### src/rtl/wb_control_pipe_pkg.sv
// Shared RV32I opcode/funct3 codes, writeback selector codes and the pipeline stage record.
package wb_control_pipe_pkg;

    localparam int unsigned INST_W    = 32;
    localparam int unsigned REG_IDX_W = 5;

    localparam logic [6:0] OPC_LOAD   = 7'b0000011;
    localparam logic [6:0] OPC_OP_IMM = 7'b0010011;
    localparam logic [6:0] OPC_AUIPC  = 7'b0010111;
    localparam logic [6:0] OPC_OP     = 7'b0110011;
    localparam logic [6:0] OPC_LUI    = 7'b0110111;
    localparam logic [6:0] OPC_JALR   = 7'b1100111;
    localparam logic [6:0] OPC_JAL    = 7'b1101111;

    localparam logic [2:0] F3_LB  = 3'b000;
    localparam logic [2:0] F3_LH  = 3'b001;
    localparam logic [2:0] F3_LW  = 3'b010;
    localparam logic [2:0] F3_LBU = 3'b100;
    localparam logic [2:0] F3_LHU = 3'b101;

    localparam logic [1:0] REG_RES       = 2'd0;
    localparam logic [1:0] REG_PC_PLUS_4 = 2'd1;
    localparam logic [1:0] REG_MEM       = 2'd2;

    localparam logic [2:0] LOAD_W  = 3'd0;
    localparam logic [2:0] LOAD_H  = 3'd1;
    localparam logic [2:0] LOAD_HU = 3'd2;
    localparam logic [2:0] LOAD_B  = 3'd3;
    localparam logic [2:0] LOAD_BU = 3'd4;

    typedef struct packed {
        logic                 valid;
        logic                 we;
        logic [REG_IDX_W-1:0] rd;
        logic [1:0]           reg_sel;
        logic [2:0]           load_sel;
        logic                 is_load;
    } stage_t;

    localparam stage_t STAGE_RESET = '{
        valid:    1'b0,
        we:       1'b0,
        rd:       5'd0,
        reg_sel:  REG_RES,
        load_sel: LOAD_W,
        is_load:  1'b0
    };

endpackage

### src/rtl/wb_decode.sv
// Combinational writeback-control decode of one RV32I instruction word.
module wb_decode
    import wb_control_pipe_pkg::*;
(
    input  logic [INST_W-1:0] inst_i,
    output logic              we_o,
    output logic [1:0]        reg_sel_o,
    output logic [2:0]        load_sel_o,
    output logic              is_load_o
);

    logic unused_bits;
    assign unused_bits = ^{inst_i[31:15], inst_i[11:7]};

    always_comb begin
        we_o       = 1'b0;
        reg_sel_o  = REG_RES;
        load_sel_o = LOAD_W;
        is_load_o  = 1'b0;
        case (inst_i[6:0])
            OPC_OP_IMM, OPC_OP, OPC_LUI, OPC_AUIPC: begin
                we_o = 1'b1;
            end
            OPC_JAL, OPC_JALR: begin
                we_o      = 1'b1;
                reg_sel_o = REG_PC_PLUS_4;
            end
            OPC_LOAD: begin
                we_o      = 1'b1;
                reg_sel_o = REG_MEM;
                is_load_o = 1'b1;
                // Reserved load widths fall back to a full-word extract.
                case (inst_i[14:12])
                    F3_LW:   load_sel_o = LOAD_W;
                    F3_LH:   load_sel_o = LOAD_H;
                    F3_LHU:  load_sel_o = LOAD_HU;
                    F3_LB:   load_sel_o = LOAD_B;
                    F3_LBU:  load_sel_o = LOAD_BU;
                    default: load_sel_o = LOAD_W;
                endcase
            end
            default: ;
        endcase
    end

endmodule

### src/rtl/wb_control_pipe.sv
// Writeback control pipeline: decoded write info travels DEPTH stages, with hazard lookup and retire count.
module wb_control_pipe
    import wb_control_pipe_pkg::*;
#(
    parameter int unsigned DEPTH   = 3,
    parameter int unsigned NUM_SRC = 2,
    parameter int unsigned CNT_W   = 32
) (
    input  logic                           clock,
    input  logic                           reset,
    input  logic                           inst_valid,
    input  logic [INST_W-1:0]              inst,
    input  logic                           stall,
    input  logic                           flush,
    input  logic [REG_IDX_W*NUM_SRC-1:0]   src,
    output logic [REG_IDX_W-1:0]           rd,
    output logic                           reg_we,
    output logic [1:0]                     reg_sel,
    output logic [2:0]                     load_sel,
    output logic [NUM_SRC-1:0]             hit,
    output logic [NUM_SRC-1:0]             load_hit,
    output logic [CNT_W-1:0]               retired
);

    stage_t            stage_q [DEPTH];
    stage_t            stage_d [DEPTH];
    stage_t            cap;
    logic [CNT_W-1:0]  retired_q;

    logic              dec_we;
    logic [1:0]        dec_reg_sel;
    logic [2:0]        dec_load_sel;
    logic              dec_is_load;

    wb_decode u_decode (
        .inst_i     (inst),
        .we_o       (dec_we),
        .reg_sel_o  (dec_reg_sel),
        .load_sel_o (dec_load_sel),
        .is_load_o  (dec_is_load)
    );

    // Capture record; writes to x0 are dropped here so no later logic needs to care.
    always_comb begin
        cap          = STAGE_RESET;
        cap.valid    = inst_valid;
        cap.rd       = inst[11:7];
        cap.we       = dec_we & (inst[11:7] != 5'd0);
        cap.reg_sel  = dec_reg_sel;
        cap.load_sel = dec_load_sel;
        cap.is_load  = dec_is_load;
    end

    // Shift or hold, then kill every stage but the oldest on flush.
    always_comb begin
        for (int unsigned k = 0; k < DEPTH; k++) begin
            stage_d[k] = stage_q[k];
        end
        if (!stall) begin
            stage_d[0] = cap;
            for (int unsigned k = 1; k < DEPTH; k++) begin
                stage_d[k] = stage_q[k-1];
            end
        end
        if (flush) begin
            for (int unsigned k = 0; k + 1 < DEPTH; k++) begin
                stage_d[k].valid = 1'b0;
            end
        end
    end

    always_ff @(posedge clock or negedge reset) begin
        if (!reset) begin
            for (int unsigned k = 0; k < DEPTH; k++) begin
                stage_q[k] <= STAGE_RESET;
            end
            retired_q <= '0;
        end else begin
            for (int unsigned k = 0; k < DEPTH; k++) begin
                stage_q[k] <= stage_d[k];
            end
            if (reg_we) begin
                retired_q <= retired_q + CNT_W'(1);
            end
        end
    end

    // Stall gates the write so a held instruction commits exactly once.
    assign reg_we   = stage_q[DEPTH-1].valid & stage_q[DEPTH-1].we & ~stall;
    assign rd       = stage_q[DEPTH-1].rd;
    assign reg_sel  = stage_q[DEPTH-1].reg_sel;
    assign load_sel = stage_q[DEPTH-1].load_sel;
    assign retired  = retired_q;

    // Scan oldest to youngest so the youngest match decides load_hit.
    always_comb begin
        hit      = '0;
        load_hit = '0;
        for (int unsigned i = 0; i < NUM_SRC; i++) begin
            for (int unsigned k = DEPTH; k > 0; k--) begin
                if ((src[REG_IDX_W*i +: REG_IDX_W] != 5'd0) && stage_q[k-1].valid &&
                    stage_q[k-1].we && (stage_q[k-1].rd == src[REG_IDX_W*i +: REG_IDX_W])) begin
                    hit[i]      = 1'b1;
                    load_hit[i] = stage_q[k-1].is_load;
                end
            end
        end
    end

endmodule

### config.mk
export PLATFORM = sky130hd
export DESIGN_NAME = wb_control_pipe
export DESIGN_NICKNAME = d
export VERILOG_FILES = /design/src/rtl/wb_control_pipe_pkg.sv /design/src/rtl/wb_decode.sv /design/src/rtl/wb_control_pipe.sv
export SDC_FILE = /design/constraint.sdc
export NUM_CORES = 1
export LEC_CHECK = 0
export CAP_MARGIN = 20
export CORE_ASPECT_RATIO = 0.75
export CORE_UTILIZATION = 40
export CTS_CLUSTER_DIAMETER = 150
export DETAILED_ROUTE_END_ITERATION = 10
export MAX_ROUTING_LAYER = met4
export PLACE_DENSITY_LB_ADDON = 0.1
export SETUP_SLACK_MARGIN = 0.5
export SLEW_MARGIN = 40
export SYNTH_ARGS = -nofsm -noshare
export SYNTH_HDL_FRONTEND = slang
export SYNTH_SLANG_ARGS = --single-unit
### constraint.sdc
create_clock -name clock -period 2.15 [get_ports clock]
set_input_delay 0.3225 -clock clock [delete_from_list [all_inputs] [get_ports clock]]
set_output_delay 0.3225 -clock clock [all_outputs]
set_load 0.05 [all_outputs]
; Word level (Yosys, flattened, before mapping)
; Index checks and enable logic that the tools add are counted.
[word_totals]
register_bits = 71
latch_bits = 0
mem_bits_rw = 0
rom_bits = 0
input_bits = 47
out_inout_bits = 47
wordCells = 85
memories = 0
[classes]
add_sub_neg = 1
n_mul = 0
n_div = 0
order_cmp = 0
eq_ne = 17
n_shift = 0
muxes = 20
bitwise_logic = 4
n_reduce_logical = 24
[op_table]
columns = operator, n
row1 = 39-bit 2-to-1 mux, 1
row2 = 32-bit by 1-bit adder with 32-bit output (second input constant), 1
row3 = 5-bit == test, 6
row4 = 1-bit logical AND, 18
row5 = 1-bit 2-to-1 mux, 16
row6 = 5-bit nonzero test, 3
row7 = 7-bit by 5-bit == test with 1-bit output (second input constant), 2
row8 = 7-bit by 6-bit == test with 1-bit output (second input constant), 2
row9 = 7-bit == test (second input constant), 2
row10 = 3-bit one-hot mux with 4 select lines, 1
row11 = 7-bit by 2-bit == test with 1-bit output (second input constant), 1
row12 = 7-bit OR reduction, 1
row13 = 3-bit == test (second input constant), 2
row14 = 2-bit one-hot mux with 2 select lines, 1
row15 = 1-bit bitwise AND, 3
row16 = 3-bit by 1-bit == test with 1-bit output (second input constant), 1
row17 = 3-bit zero test, 1
row18 = 3-bit 2-to-1 mux, 1
row19 = 2-bit by 1-bit != test with 1-bit output (second input constant), 1
row20 = 2-bit OR reduction, 1
row21 = 1-bit inverter, 1

; Depth between registers and ports, before layout
[logic_depth]
word_depth = 7
depth_mapped = 5
ltp_nobuf = 5

; By module
; A second synthesis with hierarchy kept.
[hier_totals]
hier_cells = 306
hier_area_um2 = 3548.4
[by_module_without_submodules]
columns = module, n_inst, cells_per_inst, area_each_um2, seq_area_each_um2
row1 = wb_control_pipe, 1, 290, 3439.5, 1776.7
row2 = wb_decode, 1, 16, 108.9, 0.0

; Least setup slack after synthesis
; No wires, ideal clock.
[synth_path]
kind = input -> output
from = in src[0]
to = out load_hit[0]
arrival_time_ps = 2031
t_required_ps = 1827
setup_slack_ps = -203
cell_stages = 5
cell_sequence = nor4_1 -> nand2b_1 -> nor4b_1 -> or3_1 -> a31oi_1
[synth_between]
elab_chain_cells = 7
elab_cells_between_ends = 16
classes_between = 3 x eq/ne / 3 x mux / 10 x reduce/logical
[synth_lines]
columns = item, line
row1 = from (decl), wb_control_pipe.sv:15  ; input logic [REG_IDX_W*NUM_SRC-1:0] src,
row2 = 5-bit nonzero test, wb_control_pipe.sv:101  ; if ((src[REG_IDX_W*i +: REG_IDX_W] != 5'd0) && stage_q[k-1].valid &&
row3 = 1-bit logical AND (2 in series), wb_control_pipe.sv:101
row4 = 1-bit logical AND, wb_control_pipe.sv:102  ; stage_q[k-1].we && (stage_q[k-1].rd == src[REG_IDX_W*i +: REG_IDX_W])) begin
row5 = 1-bit 2-to-1 mux (2 in series), wb_control_pipe.sv:101
row6 = 1-bit 2-to-1 mux (*), wb_control_pipe.sv:101
row7 = to (decl), wb_control_pipe.sv:21  ; output logic [NUM_SRC-1:0] load_hit,
; Mark *: on every way between the ends. The rest lies on a longest branch, timed or not.

; Worst setup path after layout
[layout_path]
from = reg stage_q[19] (netlist name)
to = out load_hit[1]
[layout_between]
elab_chain_cells = 4
[layout_lines]
columns = item, line
row1 = from (decl), wb_control_pipe.sv:25  ; stage_t stage_q [DEPTH];
row2 = "from (signal, indexed assignment)", wb_control_pipe.sv:80  ; stage_q[k] <= stage_d[k];
row3 = 5-bit == test, wb_control_pipe.sv:102
row4 = 1-bit logical AND, wb_control_pipe.sv:102
row5 = 1-bit 2-to-1 mux (2 in series), wb_control_pipe.sv:101
; Every way passes these cells.

==> results_dict.tcl <==
set metrics [dict create \
    outcome "finished with violations" \
    failed_checks "hold timing, setup timing" \
    end_kind "output pin" \
    synth_cells 296 \
    cp-start-kind "flip-flop" \
    synth_top_family_by_area "simple AND/OR/NAND/NOR gates" \
    hpwlAfterDp_um 5430 \
    layout_commonest_cell "dfrtp_1" \
    num_vias 2600 \
    dpl_worst_slack_ns -0.396 \
    n_antenna_cell 0 \
    worstPathRequired_ns 1.83 \
    cts_root_buf "clkbuf_8" \
    die_h_um 81.1 \
    finClkSkew_ns 0.00805 \
    crit_type "flip-flop to output pin" \
    synthXorXnorAreaFrac 0.160 \
    p_leak_nw 2.35 \
    power_density_nw_per_um2 644 \
    grt_antenna_before_repair 0 \
    ys_seq_area_frac 0.510 \
    crit_slowest_cell "dfrtp_2" \
    min_path_type "input port to async pin" \
    peakVddDrop_v 0.000383 \
    tightest_slew_ns 0.535 \
    hold-worst-slack_ns -0.00724 \
    core.rowCount 28 \
    async_flop_share 1.00 \
    drive_gt1_frac 0.437 \
    dieArea_um2 8720 \
    grt_use_total 0.192 \
    crit_arrival_ns 2.06 \
    coreArea_um2 7990 \
    finalHoldViolCount 5 \
    grt_pass1_vias 2308 \
    crit_start "stage_q[19]$_DFFE_PN0N_" \
    cts.clk_slew.worst_paths_ns 0.07 \
    maxCapViolations 0 \
    post-route-period-util 1.11 \
    synth_edf_count 0 \
    io_buffers 76 \
    finalCriticalPeriod_ns 2.38 \
    clock_sinks 68 \
    finalSetupTns_ns -0.610 \
    fin_nets 464 \
    synthMuxAreaShare 0.107 \
    fmax_mhz 420 \
    htree_levels 3 \
    clkLatencyLatePin_ns 0.34 \
    dr.pass1.iters 4 \
    slew_headroom 0.645 \
    remaining_drc_errors 0 \
    grt-ovfl-total 0 \
    r2r-start "retired[12]$_DFFE_PN0P_" \
    grt_max_degree 69 \
    viasPerCell 4.94 \
    rsz0062_at_grt "true" \
    synth_cell_type_count 36 \
    cts_tree "built" \
    drt_iter0_markers 82 \
    grt_pass1_wl_um 12200 \
    cpPeakStageDelay_ns 0.47 \
    initial_core_util 0.418 \
    synthAdderAreaFrac 0.00375 \
    cp_max_fo 4 \
    area_delta_synth_final_pct 51.6 \
    crit_buf_inv 1 \
    synth-seq-cells 68 \
    synth_nets 344 \
    path_cells "xnor2_2, nand4_1, or4_4, mux2i_4, a21oi_4, buf_12" \
    cts_buffers 9 \
    routabilityCongestion 0.813 \
    synth_compound_gate_area_share 0.0202 \
    fin_ws_ns -0.230 \
    yosysWarnings 0 \
    routedWlPerCell_um 15.1 \
    die_w_um 108 \
    yosys.area_share.simple 0.170 \
    ant_nets 0 \
    finalSetupViolCount 4 \
    crit_family "simple AND/OR/NAND/NOR gates" \
    final_cell_mix "47 x dfrtp_1, 38 x buf_4, 29 x mux2_2, 26 x xnor2_1, 24 x xor2_1" \
    slew_violations 0 \
    pin_count 94 \
    syn_area_um2 3340 \
    ys.flop_type "dfrtp_1" \
    wl_um 7970 \
    syn_avg_cell_area_um2 11.3 \
    clockBufferDepth 2 \
]
-- timing repair --
action                     CTS  global route
hold buffers                 0             0
setup endpoints to repair   56            43
pin swaps                   13            23
buffers inserted            12            12
gates resized for setup    105            61
-- per-layer routing --
metal  vias up  share of wire  global-route usage
met5         -              0                   -
met4         0          0.010              0.0534
met3        10          0.078              0.0522
met2        84           0.41               0.241
met1      1243           0.50               0.294
li1       1263              -                   -
-- worst paths after layout --
| check | to | depth (start not counted) | slack, ns |
|---|---|---|---|
| worst max-delay path | load_hit[1] | 6 | -0.23 |
| worst min-delay path | stage_q[20]$_DFFE_PN0N_ | 2 | -0.007 |
| worst max register to register | retired[31]$_DFFE_PN0P_ | 6 | 0.49 |
| worst min register to register | retired[31]$_DFFE_PN0P_ | 1 | 0.47 |
| max in group asynchronous | stage_q[32]$_DFFE_PN0N_ | 2 | 1.85 |
| min in group clock | retired[31]$_DFFE_PN0P_ | 1 | 0.47 |
-- stage by stage --
| step | util | cells | power (mW) | cell area [um^2] |
|---|---|---|---|---|
| floorplan | - | 296 | 1.69 | 3420 |
| global placement | 0.555 | 486 | 1.90 | 4440 |
| detailed placement | 0.555 | 486 | 1.90 | 4440 |
| CTS | 0.611 | 514 | 3.25 | 4880 |
| global route | 0.634 | 526 | 3.39 | 5060 |
| finish | 0.634 | 526 | 3.26 | 5060 |
-- where the power goes --
group	internal, mW	total, mW	switching [mW]
logic	0.269	0.547	0.278
registers	1.34	1.42	0.0797
clock network	0.802	1.30	0.498
total	2.41	3.26	0.855
-- final cells by class --
class,instances,area [um^2]
clock buffer,10,138
clock inverter,6,111
fill,669,2920
inverter,2,7.51
multi-input combinational,212,1850
sequential,68,1730
tap,105,131
timing repair buffer,123,1100
-- cell usage after synthesis, types with 3 or more instances --
cell type   n  area [um^2]
or3_1       3         18.8
buf_1       4         15.0
dfrtp_1    68         1700
xor2_1     25          219
or4_1       4         30.0
xnor2_1    36          315
nor2_1     21         78.8
nand3_1    10         50.1
mux2i_1     3         30.0
o21ai_0     8         40.0
nand2_1    28          105
and3_1      4         25.0
buf_4      10         75.1
nor4_1      4         25.0
mux2_2     29          327
nand4_1    10         62.6
nor3_1      5         25.0
-- worst reg2reg max path, stage by stage (launching register included) --
cell     delay, ns
dfrtp_2       0.42
nand3_4       0.11
nor4_4        0.27
buf_4         0.19
and4b_2       0.30
nand4_1       0.12
xnor2_1       0.14
-- kinds of logic after synthesis --
group	count (synthesis)
flip-flops	68
AND/OR/NAND/NOR	106
buffers and inverters	16
AO/OA/AOI/OAI	12
multiplexers	32
XOR/XNOR	61
adder cells (fa/ha/maj)	1
-- registers in the layout, summed over array words and instances, names as in the netlist --
name / flops
load_sel: 3
reg_sel: 2
retired: 32
stage_q: 26
rd: 5
Note: power is estimated with default switching activity, not from simulation.
